[src/rtl/display_update_ctrl_pkg.sv]
// display_update_ctrl_pkg
//   Shared definitions for the display update controller: FSM state
//   encoding, BCD digit width and the largest decimal value that fits in a
//   given number of digits.
package display_update_ctrl_pkg;

    localparam int BCD_W = 4;

    typedef enum logic [1:0] {
        ST_IDLE  = 2'd0,
        ST_SHIFT = 2'd1,
        ST_LATCH = 2'd2,
        ST_HOLD  = 2'd3
    } state_t;

    // 10^digits - 1, the largest value the display can show unsaturated.
    function automatic logic [31:0] max_dec(input int digits);
        logic [31:0] m;
        m = 32'd1;
        for (int i = 0; i < digits; i++) m = m * 32'd10;
        return m - 32'd1;
    endfunction

endpackage

[src/rtl/display_update_ctrl_bcd_add3.sv]
// bcd_add3
//   Combinational shift-add-3 correction for one BCD digit: a digit of 5 or
//   more gets +3 so that the following left shift carries into the next digit.
//   Ports:
//     i_Digit  in   4   BCD digit before correction
//     o_Digit  out  4   corrected digit
module bcd_add3 (
    input  logic [3:0] i_Digit,
    output logic [3:0] o_Digit
);
    assign o_Digit = (i_Digit >= 4'd5) ? i_Digit + 4'd3 : i_Digit;
endmodule

[src/rtl/display_update_ctrl.sv]
// display_update_ctrl
//   Accepts a binary measurement over valid/ready, converts it to BCD one bit
//   per clock (shift-add-3), then latches digits, leading-zero blank mask and
//   overflow flag for the 7-seg decoders. A hold period after each update
//   rate-limits the display.
//   Ports:
//     i_Clk     in   1         system clock
//     i_Rst     in   1         synchronous reset, active-high
//     i_Num     in   NUM_W     binary value to display
//     i_Valid   in   1         i_Num valid
//     o_Ready   out  1         controller can accept (transfer on i_Valid && o_Ready)
//     o_Digits  out  4*DIGITS  latched BCD, digit0 = units in [3:0]
//     o_Blank   out  DIGITS    1 = leading-zero digit; bit0 always 0
//     o_Ovf     out  1         latched value exceeded 10^DIGITS-1
//     o_Done    out  1         one-cycle pulse when latched outputs change
module display_update_ctrl
    import display_update_ctrl_pkg::*;
#(
    parameter int NUM_W       = 16,
    parameter int DIGITS      = 4,
    parameter int REFRESH_CYC = 1000
) (
    input  logic                      i_Clk,
    input  logic                      i_Rst,
    input  logic [NUM_W-1:0]          i_Num,
    input  logic                      i_Valid,
    output logic                      o_Ready,
    output logic [BCD_W*DIGITS-1:0]   o_Digits,
    output logic [DIGITS-1:0]         o_Blank,
    output logic                      o_Ovf,
    output logic                      o_Done
);
    localparam int          BCD_TOT = BCD_W * DIGITS;
    localparam int          CNT_W   = $clog2(NUM_W + 1);
    localparam int          HOLD_W  = (REFRESH_CYC > 1) ? $clog2(REFRESH_CYC + 1) : 1;
    localparam logic [31:0] MAX_DEC = max_dec(DIGITS);
    localparam logic [DIGITS-1:0] BLANK_RST = {{(DIGITS-1){1'b1}}, 1'b0};

    state_t              r_State;
    logic                r_Ready;
    logic [NUM_W-1:0]    r_Bin;
    logic [BCD_TOT-1:0]  r_Bcd;
    logic [CNT_W-1:0]    r_Cnt;
    logic [HOLD_W-1:0]   r_Hold;
    logic                r_OvfPend;
    logic [BCD_TOT-1:0]  r_Digits;
    logic [DIGITS-1:0]   r_Blank;
    logic                r_Ovf;
    logic                r_Done;

    logic [BCD_TOT-1:0]  w_Add3;
    logic [DIGITS-1:0]   w_Blank;
    logic                w_Zero;

    for (genvar g = 0; g < DIGITS; g++) begin : g_add3
        bcd_add3 u_add3 (
            .i_Digit (r_Bcd[BCD_W*g +: BCD_W]),
            .o_Digit (w_Add3[BCD_W*g +: BCD_W])
        );
    end

    // Digit k is blank when it and every more significant digit are zero.
    always_comb begin
        w_Blank = '0;
        w_Zero  = 1'b1;
        for (int k = DIGITS - 1; k >= 1; k--) begin
            w_Zero     = w_Zero && (r_Bcd[BCD_W*k +: BCD_W] == 4'd0);
            w_Blank[k] = w_Zero;
        end
    end

    always_ff @(posedge i_Clk) begin
        if (i_Rst) begin
            r_State   <= ST_IDLE;
            r_Ready   <= 1'b0;
            r_Bin     <= '0;
            r_Bcd     <= '0;
            r_Cnt     <= '0;
            r_Hold    <= '0;
            r_OvfPend <= 1'b0;
            r_Digits  <= '0;
            r_Blank   <= BLANK_RST;
            r_Ovf     <= 1'b0;
            r_Done    <= 1'b0;
        end else begin
            r_Done <= 1'b0;
            case (r_State)
                ST_IDLE: begin
                    if (i_Valid && r_Ready) begin
                        r_Bin     <= i_Num;
                        r_Bcd     <= '0;
                        r_Cnt     <= CNT_W'(NUM_W);
                        r_OvfPend <= (32'(i_Num) > MAX_DEC);
                        r_Ready   <= 1'b0;
                        r_State   <= ST_SHIFT;
                    end else begin
                        r_Ready <= 1'b1;
                    end
                end
                ST_SHIFT: begin
                    // Correct then shift; the top BCD bit falls off (value saturates via ovf).
                    {r_Bcd, r_Bin} <= {w_Add3[BCD_TOT-2:0], r_Bin, 1'b0};
                    r_Cnt          <= r_Cnt - CNT_W'(1);
                    if (r_Cnt == CNT_W'(1)) r_State <= ST_LATCH;
                end
                ST_LATCH: begin
                    r_Digits <= r_OvfPend ? {DIGITS{4'h9}} : r_Bcd;
                    r_Blank  <= r_OvfPend ? '0 : w_Blank;
                    r_Ovf    <= r_OvfPend;
                    r_Done   <= 1'b1;
                    if (REFRESH_CYC == 0) begin
                        r_Ready <= 1'b1;
                        r_State <= ST_IDLE;
                    end else begin
                        r_Hold  <= HOLD_W'(REFRESH_CYC);
                        r_State <= ST_HOLD;
                    end
                end
                ST_HOLD: begin
                    // Ready rises on the last hold cycle so accepts are exactly
                    // NUM_W+2+REFRESH_CYC clocks apart.
                    if (r_Hold <= HOLD_W'(1)) begin
                        r_Ready <= 1'b1;
                        r_State <= ST_IDLE;
                    end else begin
                        r_Hold <= r_Hold - HOLD_W'(1);
                    end
                end
                default: r_State <= ST_IDLE;
            endcase
        end
    end

    assign o_Ready  = r_Ready;
    assign o_Digits = r_Digits;
    assign o_Blank  = r_Blank;
    assign o_Ovf    = r_Ovf;
    assign o_Done   = r_Done;

endmodule

[config.mk]
export PLATFORM = sky130hd
export DESIGN_NAME = display_update_ctrl
export DESIGN_NICKNAME = d
export VERILOG_FILES = /design/src/rtl/display_update_ctrl_pkg.sv /design/src/rtl/display_update_ctrl_bcd_add3.sv /design/src/rtl/display_update_ctrl.sv
export SDC_FILE = /design/constraint.sdc
export NUM_CORES = 1
export LEC_CHECK = 0
export BUFFER_PORTS_ARGS = -buffer_cell sky130_fd_sc_hd__buf_2
export CAP_MARGIN = 20
export CORE_MARGIN = 1.5
export CORE_UTILIZATION = 60
export CTS_BUF_LIST = sky130_fd_sc_hd__clkbuf_2
export CTS_CLUSTER_DIAMETER = 50
export DETAILED_ROUTE_END_ITERATION = 7
export HOLD_SLACK_MARGIN = 0.03
export PLACE_DENSITY = 0.81
export SLEW_MARGIN = 15
export SYNTH_ARGS = -nofsm -noshare
export SYNTH_HDL_FRONTEND = slang
export SYNTH_SLANG_ARGS = --single-unit
[constraint.sdc]
create_clock -name i_Clk -period 4 [get_ports i_Clk]
set_input_delay 0 -clock i_Clk [delete_from_list [all_inputs] [get_ports i_Clk]]
set_output_delay 0 -clock i_Clk [all_outputs]
set_load 0.05 [all_outputs]
# Yosys cells after proc, flatten, opt, wreduce, memory -nomap -nowiden
# Index checks and enable logic that the tools add are counted.
# totals
regBits,73
out_inout_bits,23
# op_classes
add_sub_neg,6
n_lt_le_gt_ge,6
n_eq_ne,8
muxes,22
reduce_logical,15
# ops
operator,n
$pmux W16 S2,2
$mux W16,3
$pmux W10 S2,1
$ge A4 B3 Y1 const B,4
$gt A16 B14 Y1 const B,1
$mux W4,4
$add A4 B2 Y4 const B,3
$logic_not A4 Y1,3
$le A10 B1 Y1 const B,1
$mux W10,1
$pmux W5 S2,1
$sub A10 B1 Y10 const B,1
$ne A2 B2 Y1 const B,4
$pmux W2 S4,1
$reduce_and A2 Y1,4
$mux W2,3
$reduce_bool A2 Y1,3
$eq A5 B1 Y1 const B,1
$mux W5,1
$sub A5 B1 Y5 const B,1
$eq A2 B2 Y1 const B,2
$add A3 B2 Y3 const B,1
$logic_and A1 B1 Y1,3
$mux W1,3
5 further kinds,5

# Depth between registers and ports, before layout
# logic_depth
ltp_word,4
depth_mapped,9
depth_no_buf,7

# By module
# From an unflattened synthesis, not the netlist that was laid out.
# hier_totals
cells_unflattened,413
area_unflattened_um2,3535.9
# by_module_without_submodules
mod,instances,cells_each,area_each_um2
display_update_ctrl,1,349,3130.5
bcd_add3,4,16,101.3

# Least setup slack after synthesis
# OpenSTA, ideal clock, no wires.
# synth_path
path_kind,register to register
start,reg r_State[0]
end,reg r_Bin[14]
setup_time_ns,0.128
t_arrival_ns,1.744
required_ns,3.872
path_slack_ns,2.129
stages_incl_launch_ff,10
path_buffers,2
synth_period_minus_slack_ns,1.871
path_cell_list,dfxtp_1 > inv_1 > ha_1 > nand3_1 > a21boi_0 > clkbuf_1 > buf_2 > nor2_1 > a21oi_1 > nor2_1
# synth_via
elab_chain_len,3
# synth_lines
element,line_no,text
from (decl),display_update_ctrl.sv:39,state_t r_State;
from (signal assigned),display_update_ctrl.sv:74,r_State <= ST_IDLE;
from (signal assigned),display_update_ctrl.sv:95,r_State <= ST_SHIFT;
from (signal assigned),display_update_ctrl.sv:104,if (r_Cnt == CNT_W'(1)) r_State <= ST_LATCH;
$eq A2 B1 Y1 / $logic_not A2 Y1 (equally long branches),display_update_ctrl.sv:87,case (r_State)
$reduce_bool A2 Y1 (no line) / $ne A2 B2 Y1 (equally long branches),-,
$reduce_and A2 Y1 (no line),-,
to (signal assigned),display_update_ctrl.sv:90,r_Bin <= i_Num;
to (signal assigned),display_update_ctrl.sv:102,"{r_Bcd, r_Bin} <= {w_Add3[BCD_TOT-2:0], r_Bin, 1'b0};"
to (decl),display_update_ctrl.sv:41,logic [NUM_W-1:0] r_Bin;
# Parallel ways exist; a longest one is shown, timed or not.
# A chain may end at the register's enable or synchronous reset.

# Final worst setup path
# layout_path
start,reg r_State[1]
end,reg r_Bin[1]
# The elaborated chain is that of the path after synthesis.

==> flow_summary_export.csv <==
group,metric,value,unit
run_status,status,"completed",
detailed_routing,drt-pass1-iter-count,5,
timing,rsz0062_at_grt,"false",
finish,final_layout_size_suffix_gt1_share,15.4,%
setup_path,endpoint_kind,"register",
setup_path,r2r_slack,1570,ps
clock_network,insertion_delay,490,ps
synth,synth-simple-area-share,19.7,%
floorplan,die_y,77.9,µm
power,comb_power_share,39.6,%
timing,slew_headroom,27.3,%
floorplan,io_pins,42,
timing,tightest_slew,1090,ps
synth,syn_area_per_cell,8.78,µm²
global_routing,grt_pass1_vias,2586,
floorplan,initial_core_util,61.8,%
synth,yosysWarningCount,0,
power,power_frac_seq,40.8,%
min_path,hold_class,"in -> reg",
power,clkPwrFrac,19.6,%
setup_path,critPathMaxFanout,22,
detailed_routing,postRouteAntennaNets,0,
detailed_routing,drtIter0Drc,228,
synth,synth_top_family_by_area,"simple AND/OR/NAND/NOR gates",
finish,final_area,3880,µm²
setup_path,r2r_start,"r_State[1]$_SDFFE_PP0P_",
power,peakVddDrop,0.348,mV
placement,gp_congestion,0.815,
detailed_routing,drc,0,
synth,synth_fa_ha_area_share,7.44,%
clock_network,clkSinkCount,72,
power,netSwitchingPower,0.000936,W
min_path,hold_path_depth,4,
synth,async_reset_ff_share,0,%
synth,synth_xor_area_share,3.39,%
synth,synth_flop_cell,"dfxtp_1",
setup_path,crit_path_end,"r_Bin[1]$_SDFFE_PP0P_",
setup_path,rr_endpoint,"r_Bin[1]$_SDFFE_PP0P_",
clock_network,numCtsBuffers,9,
synth,yosysSeqAreaShare,42.9,%
synth,synth_area,3360,µm²
clock_network,clkTransAtPathRegs,180,ps
timing,fin_crit_sh,60.8,%
floorplan,die_w,77.9,µm
power,power_density,596,nW/µm²
synth,syn_nets,422,
setup_path,cp-start-kind,"register",
floorplan,dieArea,6060,µm²
synth,synth_edf_count,0,
clock_network,cts_tree,"yes",
global_routing,grt_pass1_wl,12.1,mm
placement,pre_cts_ws,1670,ps
global_routing,grtUsageTotal,25.4,%
synth,ys_types,48,
synth,synth_top_area_cell,"dfxtp_1",
timing,timing.final.crit_period,2430,ps
synth,synth_compound_area_share,18.4,%
global_routing,gr-total-overflow,0,
synth,ys_ff_latch,72,
synth,synthCells,383,
timing,tns,0,ps
setup_path,crit_start,"r_State[1]$_SDFFE_PP0P_",
timing,hold_violations,0,
global_routing,antenna_found_initial,0,
clock_network,cts_max_level,3,
finish,final-instance-count-excl-fill,508,
placement,dp_hpwl,4.89,mm
setup_path,worstRegToRegCells,7,
timing,setup_viol_count_final,0,
detailed_routing,wirelength,7.42,mm
setup_path,cp_data_required_time,4440,ps
setup_path,worstSetupPathType,"reg -> reg",
timing,skew,13.5,ps
synth,synthTopCellsByCount,"dfxtp_1 (72), nor2_1 (68), a21oi_1 (27)",
placement,port-buffer-count,40,
finish,nets,470,
power,swShare,40.4,%
detailed_routing,viasPerCell,5.75,
timing,layout_setup_ws,1570,ps
finish,area_delta_synth_final,15.5,%
min_path,hp-start,"i_Num[3]",
timing,max_freq,411,MHz
synth,synth_top_area_share,42.9,%
clock_network,cts_resized,0,
floorplan,core_area,5440,µm²
setup_path,critical_path_arrival,2870,ps
detailed_routing,routed-via-count,2919,
run,cap_violations,0,
placement,placed_area,3560,µm²
global_routing,grt_max_degree,64,
synth,ys_top_cells_by_area,"dfxtp_1 (43%), nor2_1 (7.6%), ha_1 (7.4%)",
synth,synth_most_common_cell,"dfxtp_1",
timing,drv_slew,0,
clock_network,clock-root-buffer,"clkbuf_2",
synth,synthMuxAreaShare,2.38,%
placement,place_inst,473,
detailed_routing,wl_per_cell,14.6,µm
floorplan,rows,27,
clock_network,clockBufferDepth,2,
finish,diodes,0,
power,p_leak,1.56,nW
power,power.internal,0.00138,W
-- routing by layer --
layer | part of all wire (%) | wire length (µm) | global-route usage [%] | vias to the layer above
met2 | 47 | 3470 | 39.2 | 100
met3 | 5.6 | 414 | 5.41 | 17
met5 | 0 | 0 | 0 | -
met4 | 2.2 | 165 | 11.3 | 0
met1 | 45 | 3370 | 33.8 | 1351
li1 | - | - | - | 1451
-- worst max-delay path, stage by stage (launching register included) --
cell,delay [ps]
dfxtp_1,440
inv_1,110
ha_1,240
nand3_1,150
a21boi_2,760
buf_4,350
a222oi_1,130
nor2_1,180
-- kinds of logic after synthesis --
family	Yosys count
DFF	72
muxes	8
other	1
xor gates and xnor gates	13
buffers and inverters	47
and+or+nand+nor	135
AOI/OAI and AO/OA	87
adders and majority gates	20
-- timing repair --
action | CTS | global route
buffers inserted | 0 | 0
hold endpoints to repair | 26 | 0
hold buffers | 19 | 0
setup endpoints to repair | 0 | 0
-- registers in the layout, indices dropped and copies added (netlist names) --
name       count
o_Blank        3
o_Ovf          1
r_Cnt          5
r_Bcd         16
o_Digits      16
r_Hold        10
r_Bin         16
r_State        2
o_Done         1
o_Ready        1
r_OvfPend      1
-- worst min path at each step --
| stage | slack (ps) | endpoint |
|---|---|---|
| floorplan | 150 | r_Bin[10]$_SDFFE_PP0P_ |
| global placement | 240 | r_Bin[2]$_SDFFE_PP0P_ |
| detailed placement | 240 | r_Bin[3]$_SDFFE_PP0P_ |
| CTS | 240 | r_Bin[3]$_SDFFE_PP0P_ |
| global route | 250 | r_Bin[2]$_SDFFE_PP0P_ |
| finish | 270 | r_Bin[3]$_SDFFE_PP0P_ |
-- stage by stage --
step	util, %	power (W)	hold WS, ps
5_1_grt	71.4	0.00246	247
2_1_floorplan	-	0.00168	146
4_1_cts	71.4	0.00232	235
3_3_place_gp	65.5	0.00182	240
6_report	71.4	0.00231	267
3_5_place_dp	65.5	0.00185	244
-- placed cells by master, fill, tap and decap left out, drive strengths merged, types with 3 or more instances in the layout --
cell,count
nor4,4
a31oi,3
o21ai,10
nand2b,7
nor3b,4
dfxtp,72
dlygate4sd3,19
mux2i,8
a21oi,27
or3,6
ha,20
nand2,16
a222oi,13
nor2,68
xnor2,13
inv,23
nand3,8
nor3,10
clkbuf,12
a22oi,14
buf,42
a211oi,7
o41ai,3
-- power groups by stage --
stage	Sequential (W)	Combinational (W)	Clock, W
after floorplan	0.00108	0.000599	0
after global placement	0.000952	0.000869	0
after detailed placement	0.000959	0.000894	0
after CTS	0.000944	0.000912	0.000464
after global routing	0.000963	0.000997	0.000502
final	0.000945	0.000916	0.000454
-- area by class of cell --
type	instances	area, µm²
multi-input combinational	264	1730
fill	432	1560
sequential	72	1440
timing repair buffer	61	405
tap	72	90.1
inverter	23	86.3
clock inverter	4	68.8
clock buffer	12	60.1
No activity file was read; power rests on OpenSTA's default activity.
